## config.mk

```make
export PLATFORM = sky130hd
export DESIGN_NAME = addr4u_tr_sched
export DESIGN_NICKNAME = d
export VERILOG_FILES = /design/src/rtl/addr4u_tr_sched.sv
export SDC_FILE = /design/constraint.sdc
export NUM_CORES = 1
export LEC_CHECK = 0
export BUFFER_PORTS_ARGS = -buffer_cell sky130_fd_sc_hd__buf_2
export CORE_MARGIN = 2
export CORE_UTILIZATION = 50
export CTS_CLUSTER_DIAMETER = 120
export DETAILED_ROUTE_END_ITERATION = 12
export GPL_TIMING_DRIVEN = 0
export PLACE_DENSITY = 0.73
export SLEW_MARGIN = 25
export SYNTH_ARGS = -nofsm -noshare
export SYNTH_HDL_FRONTEND = slang
export SYNTH_SLANG_ARGS = --single-unit
```

## constraint.sdc

```tcl
create_clock -name clk -period 4.62 [get_ports clk]
set_clock_uncertainty 0.2 [all_clocks]
set_input_delay 0.231 -clock clk [delete_from_list [all_inputs] [get_ports clk]]
set_output_delay 0.231 -clock clk [all_outputs]
set_load 0.02 [all_outputs]
```

## src/rtl/addr4u_tr_sched.sv

```systemverilog
// rtl/addr4u_tr_sched.sv - two-requester adder scheduler with triple evaluation and majority vote
// One shared adder is evaluated three times per round; a no-majority vote retries up to MAX_RETRY rounds.
module addr4u_tr_sched #(
   parameter int MAX_RETRY = 1
) (
   input  logic       clk,
   input  logic       rst,
   input  logic       v0,
   input  logic       v1,
   input  logic [3:0] a0,
   input  logic [3:0] b0,
   input  logic [3:0] a1,
   input  logic [3:0] b1,
   output logic       rdy0,
   output logic       rdy1,
   input  logic [1:0] fi_slot,
   input  logic [4:0] fi_mask,
   output logic       rsp_valid,
   output logic       rsp_id,
   output logic [4:0] rsp_sum,
   output logic       rsp_corr,
   output logic       rsp_err,
   output logic [7:0] corr_cnt,
   output logic [7:0] err_cnt
);

   typedef enum logic [2:0] {IDLE, EV0, EV1, EV2, VOTE} state_t;

   localparam logic [1:0] MAX_R = 2'(MAX_RETRY);

   state_t     state, state_nx;
   logic       last_gnt;
   logic [1:0] retry;
   logic [3:0] op_a, op_b;
   logic       cur_id;
   logic [4:0] r0, r1, r2;

   logic       gnt0, gnt1;
   logic [3:0] add_x, add_y;
   logic [4:0] add_raw, add_out;
   logic       ev_act;
   logic [1:0] ev_idx;
   logic       maj, all_eq;
   logic [4:0] vote_sum;

   always_comb begin
      state_nx = state;
      gnt0     = 1'b0;
      gnt1     = 1'b0;
      case (state)
         IDLE: begin
            // last_gnt==1 means requester 0 wins a tie
            if (v0 && (!v1 || last_gnt))
               gnt0 = 1'b1;
            else if (v1)
               gnt1 = 1'b1;
            if (gnt0 || gnt1)
               state_nx = EV0;
         end
         EV0:  state_nx = EV1;
         EV1:  state_nx = EV2;
         EV2:  state_nx = VOTE;
         VOTE: begin
            if (maj)
               state_nx = IDLE;
            else if (retry < MAX_R)
               state_nx = EV0;
            else
               state_nx = IDLE;
         end
         default: state_nx = IDLE;
      endcase
   end

   assign rdy0 = gnt0;
   assign rdy1 = gnt1;

   always_comb begin
      ev_act = 1'b1;
      ev_idx = 2'd0;
      case (state)
         EV0:     ev_idx = 2'd0;
         EV1:     ev_idx = 2'd1;
         EV2:     ev_idx = 2'd2;
         default: ev_act = 1'b0;
      endcase
   end

   // EV1 swaps operand order so a stuck adder input shows up as a disagreement
   assign add_x   = (state == EV1) ? op_b : op_a;
   assign add_y   = (state == EV1) ? op_a : op_b;
   assign add_raw = {1'b0, add_x} + {1'b0, add_y};
   assign add_out = add_raw ^ ((ev_act && (fi_slot == ev_idx)) ? fi_mask : 5'd0);

   always_comb begin
      maj      = 1'b1;
      vote_sum = r0;
      all_eq   = (r0 == r1) && (r1 == r2);
      if ((r0 == r1) || (r0 == r2))
         vote_sum = r0;
      else if (r1 == r2)
         vote_sum = r1;
      else
         maj = 1'b0;
   end

   always_ff @(posedge clk) begin
      if (rst) begin
         state     <= IDLE;
         last_gnt  <= 1'b1;
         retry     <= 2'd0;
         op_a      <= 4'd0;
         op_b      <= 4'd0;
         cur_id    <= 1'b0;
         r0        <= 5'd0;
         r1        <= 5'd0;
         r2        <= 5'd0;
         rsp_valid <= 1'b0;
         rsp_id    <= 1'b0;
         rsp_sum   <= 5'd0;
         rsp_corr  <= 1'b0;
         rsp_err   <= 1'b0;
         corr_cnt  <= 8'd0;
         err_cnt   <= 8'd0;
      end else begin
         state     <= state_nx;
         rsp_valid <= 1'b0;
         if (gnt0 || gnt1) begin
            op_a     <= gnt1 ? a1 : a0;
            op_b     <= gnt1 ? b1 : b0;
            cur_id   <= gnt1;
            last_gnt <= gnt1;
            retry    <= 2'd0;
         end
         case (state)
            EV0: r0 <= add_out;
            EV1: r1 <= add_out;
            EV2: r2 <= add_out;
            VOTE: begin
               if (maj) begin
                  rsp_valid <= 1'b1;
                  rsp_id    <= cur_id;
                  rsp_sum   <= vote_sum;
                  rsp_corr  <= !all_eq;
                  rsp_err   <= 1'b0;
                  if (!all_eq && corr_cnt != 8'hFF)
                     corr_cnt <= corr_cnt + 8'd1;
               end else if (retry < MAX_R) begin
                  retry <= retry + 2'd1;
               end else begin
                  rsp_valid <= 1'b1;
                  rsp_id    <= cur_id;
                  rsp_sum   <= r0;
                  rsp_corr  <= 1'b0;
                  rsp_err   <= 1'b1;
                  if (err_cnt != 8'hFF)
                     err_cnt <= err_cnt + 8'd1;
               end
            end
            default: ;
         endcase
      end
   end

endmodule

```

==> impl_metrics.py <==
metrics = {
    "drt": {
        "first_pass_iters": 4,
        "wl_met1_um": 2930,
        "dr_wl_met3_um": 306,
        "topRoutingLayerUsed": "met4",
        "drt_iter0_markers": 127,
        "vias_per_cell": 5.47,
        "antenna_left": 0,
        "dr_wl_met2_um": 3290,
        "via_count": 2618,
        "wirelength_um": 6610,
        "drc": 0,
        "post_drt_wl_per_cell_um": 13.8,
    },
    "floorplanning": {
        "fp.dieH_um": 79.3,
        "io_pins": 54,
        "start_util_pct": 51.8,
        "coreArea_um2": 5470,
        "die_area_um2": 6280,
        "die_w_um": 79.3,
        "rows": 27,
    },
    "place": {
        "dpl.hpwl_um": 4830,
        "io_buffer_count": 52,
        "place_area_um2": 3180,
        "gp_congestion": 0.822,
    },
    "run_status": {
        "status": "complete, no violations",
    },
    "sta": {
        "tightest_slew_ns": 0.669,
        "setup_viol": 0,
        "max_freq_mhz": 361,
        "finalSetupTns_ns": 0,
        "max-slew-margin-rel_pct": 54.9,
        "post-route-period-util_pct": 60.0,
        "slew_violations": 0,
        "finalHoldViolations": 0,
        "finalCriticalPeriod_ns": 2.77,
        "rsz0062_at_grt": "false",
    },
    "final_layout": {
        "multi_input_area_um2": 1600,
        "layout-drive-gt1-share_pct": 17.4,
        "nets": 441,
        "diodes": 0,
        "fill_cells": 518,
        "final_area_um2": 3380,
        "areaGrowthSynthToFinish_pct": 19.3,
        "final-seq-area_um2": 1100,
    },
    "job": {
        "maxCapViolCount": 0,
    },
    "cts": {
        "clockBufferDepth": 2,
        "cts_buffers": 5,
        "path_clk_slew_ns": 0.10,
        "cts_setup_buffers": 0,
        "cts.repair.resized": 0,
        "cts-htree-levels": 2,
        "cts-root-buf": "clkbuf_8",
        "clkLatencyLatePin_ns": 0.31,
        "cts.sinks": 55,
        "cts_tree": "done",
    },
    "synth": {
        "netlist_instances": 336,
        "seq_area_frac_synth_pct": 38.9,
        "avgSynthCellArea_um2": 8.43,
        "ys_seq_elements": 55,
        "ys_warn_count": 0,
        "synth_top_area_cell": "dfxtp_1",
        "synthTopCellsByCount": "dfxtp_1 (55), nand2_1 (38), nor2_1 (37)",
        "synth_nets": 371,
        "yosys-top-cells-area": "dfxtp_1 (39%), nand2_1 (5.0%), nor2_1 (4.9%), xnor2_1 (3.7%), xor2_1 (3.7%)",
        "synth_most_common_cell": "dfxtp_1",
        "netlist.area_leader.share_pct": 38.9,
        "syn_area_um2": 2830,
        "async_flop_share_pct": 0,
        "synth.distinct_cells": 51,
        "synth_edf_count": 0,
        "dominantRegCellSynth": "dfxtp_1",
    },
    "critical_path": {
        "worstPathArrival_ns": 2.83,
        "path_max_fanout": 10,
        "crit_slowest_cell": "dlygate4sd3_1",
        "crit_chain": "buf_1 > nor3_1 > nand3_1 > clkbuf_1 > nor2_1 > a311oi_1 > dlygate4sd3_1",
        "path_class": "reg2reg",
        "critPathMaxStageDelay_ns": 0.57,
        "cp-end-kind": "register",
        "worstPathRequired_ns": 4.67,
        "critPathLaunchType": "register",
    },
    "pwr": {
        "ir_worst_vdd_v": 0.000198,
        "p_sw_share_pct": 32.6,
        "power_density_nw_per_um2": 318,
        "p_comb_share_pct": 26.7,
        "power_frac_seq_pct": 49.1,
        "leakagePower_nw": 1.41,
        "power.internal_mw": 0.725,
        "clkPwrFrac_pct": 24.1,
        "p_sw_mw": 0.350,
    },
    "global_routing": {
        "grt_pass1_vias": 2438,
        "antenna_found_initial": 0,
        "grt_max_degree": 16,
        "grt.total_usage_pct": 22.4,
        "grt_overflow_total": 0,
        "grt_pass1_wl_um": 11200,
    },
    "min_path": {
        "hp-class": "in2reg",
    },
}
## flip-flops by register name (all words and copies together), names as in the netlist
signal,cells
retry,2
state,3
r0,5
err_cnt,8
rsp_err,1
rsp_valid,1
op_b,4
rsp_sum,5
op_a,4
rsp_id,1
corr_cnt,8
rsp_corr,1
last_gnt,1
cur_id,1
r1,5
r2,5
## logic make-up (layout without fill, tap and decap cells)
family,after synthesis,in the layout,synth area share [%]
AOI/OAI and AO/OA,66,66,15.8
DFF,55,55,38.9
xor gates and xnor gates,24,24,7.42
buffers and inverters,31,102,4.68
adders and majority gates,8,8,3.80
muxes,9,9,3.36
and+or+nand+nor,143,143,26.1
## routing by layer
metal / GRT usage (%) / up-vias
li1: - / 1322
met1: 28.2 / 1231
met2: 39.5 / 59
met3: 3.98 / 6
met4: 5.86 / 0
met5: 0 / -
## cells in the final DEF, fill, tap and decap left out, types with 8 or more instances in the layout
| cell type | count |
|---|---|
| dlygate4sd3_1 | 11 |
| xnor2_1 | 12 |
| inv_1 | 15 |
| a311oi_1 | 8 |
| dfxtp_1 | 55 |
| nor2_1 | 37 |
| buf_2 | 53 |
| o21ai_0 | 11 |
| a21oi_1 | 20 |
| xor2_1 | 12 |
| clkbuf_1 | 12 |
| nand3_1 | 14 |
| nand2_1 | 38 |
| nor3_1 | 8 |
## power by group through the flow
stage / registers (mW) / logic, mW / clock network (mW)
finish: 0.528 / 0.287 / 0.260
floorplan: 0.535 / 0.207 / 0
CTS: 0.527 / 0.287 / 0.260
detailed placement: 0.538 / 0.276 / 0
global route: 0.532 / 0.322 / 0.281
global placement: 0.537 / 0.273 / 0
## critical path, delay by kind of cell (launching register included)
kind,cells,cell delay [ns]
buffers and inverters,3,1.36
and+or+nand+nor,3,0.54
DFF,1,0.38
AOI/OAI and AO/OA,1,0.23
## path summary, 6_finish.rpt
path / from / endpoint / slack [ns] / cells past startpoint
setup / recovery: state[0]$_SDFFE_PP0P_ / op_a[3]$_SDFFE_PP0P_ / 1.85 / 7
hold / removal: a1[2] / op_a[2]$_SDFFE_PP0P_ / 0.01 / 3
setup reg to reg: state[0]$_SDFFE_PP0P_ / op_a[3]$_SDFFE_PP0P_ / 1.85 / 7
hold reg to reg: retry[1]$_SDFF_PP0_ / retry[1]$_SDFF_PP0_ / 0.27 / 2
## stage by stage
stage	power (mW)	std cells	worst slack (ns)	util, %	hold slack [ns]
after global routing	1.14	479	1.63	61.8	0.0329
final	1.08	479	1.85	61.8	0.0117
after floorplan	0.742	336	2.45	-	0.190
after global placement	0.810	460	2.32	58.2	0.252
after CTS	1.07	479	1.90	61.7	0.00559
after detailed placement	0.814	460	2.28	58.2	0.254
## area by class of cell
class	instances	area share, %
well taps	72	2.67
clock inverters	1	0.148
plain buffers	15	2.15
repair buffers	63	11.0
multi-input cells	250	47.5
flip-flops and latches	55	32.6
clock buffers	7	2.26
inverters	16	1.78
## what timing repair did
| item | CTS | global route |
|---|---|---|
| endpoints found under the hold margin | 8 | 0 |
| hold buffers | 11 | 0 |
| endpoints found under the setup margin | 0 | 0 |
(Power assumes the default switching activity.)
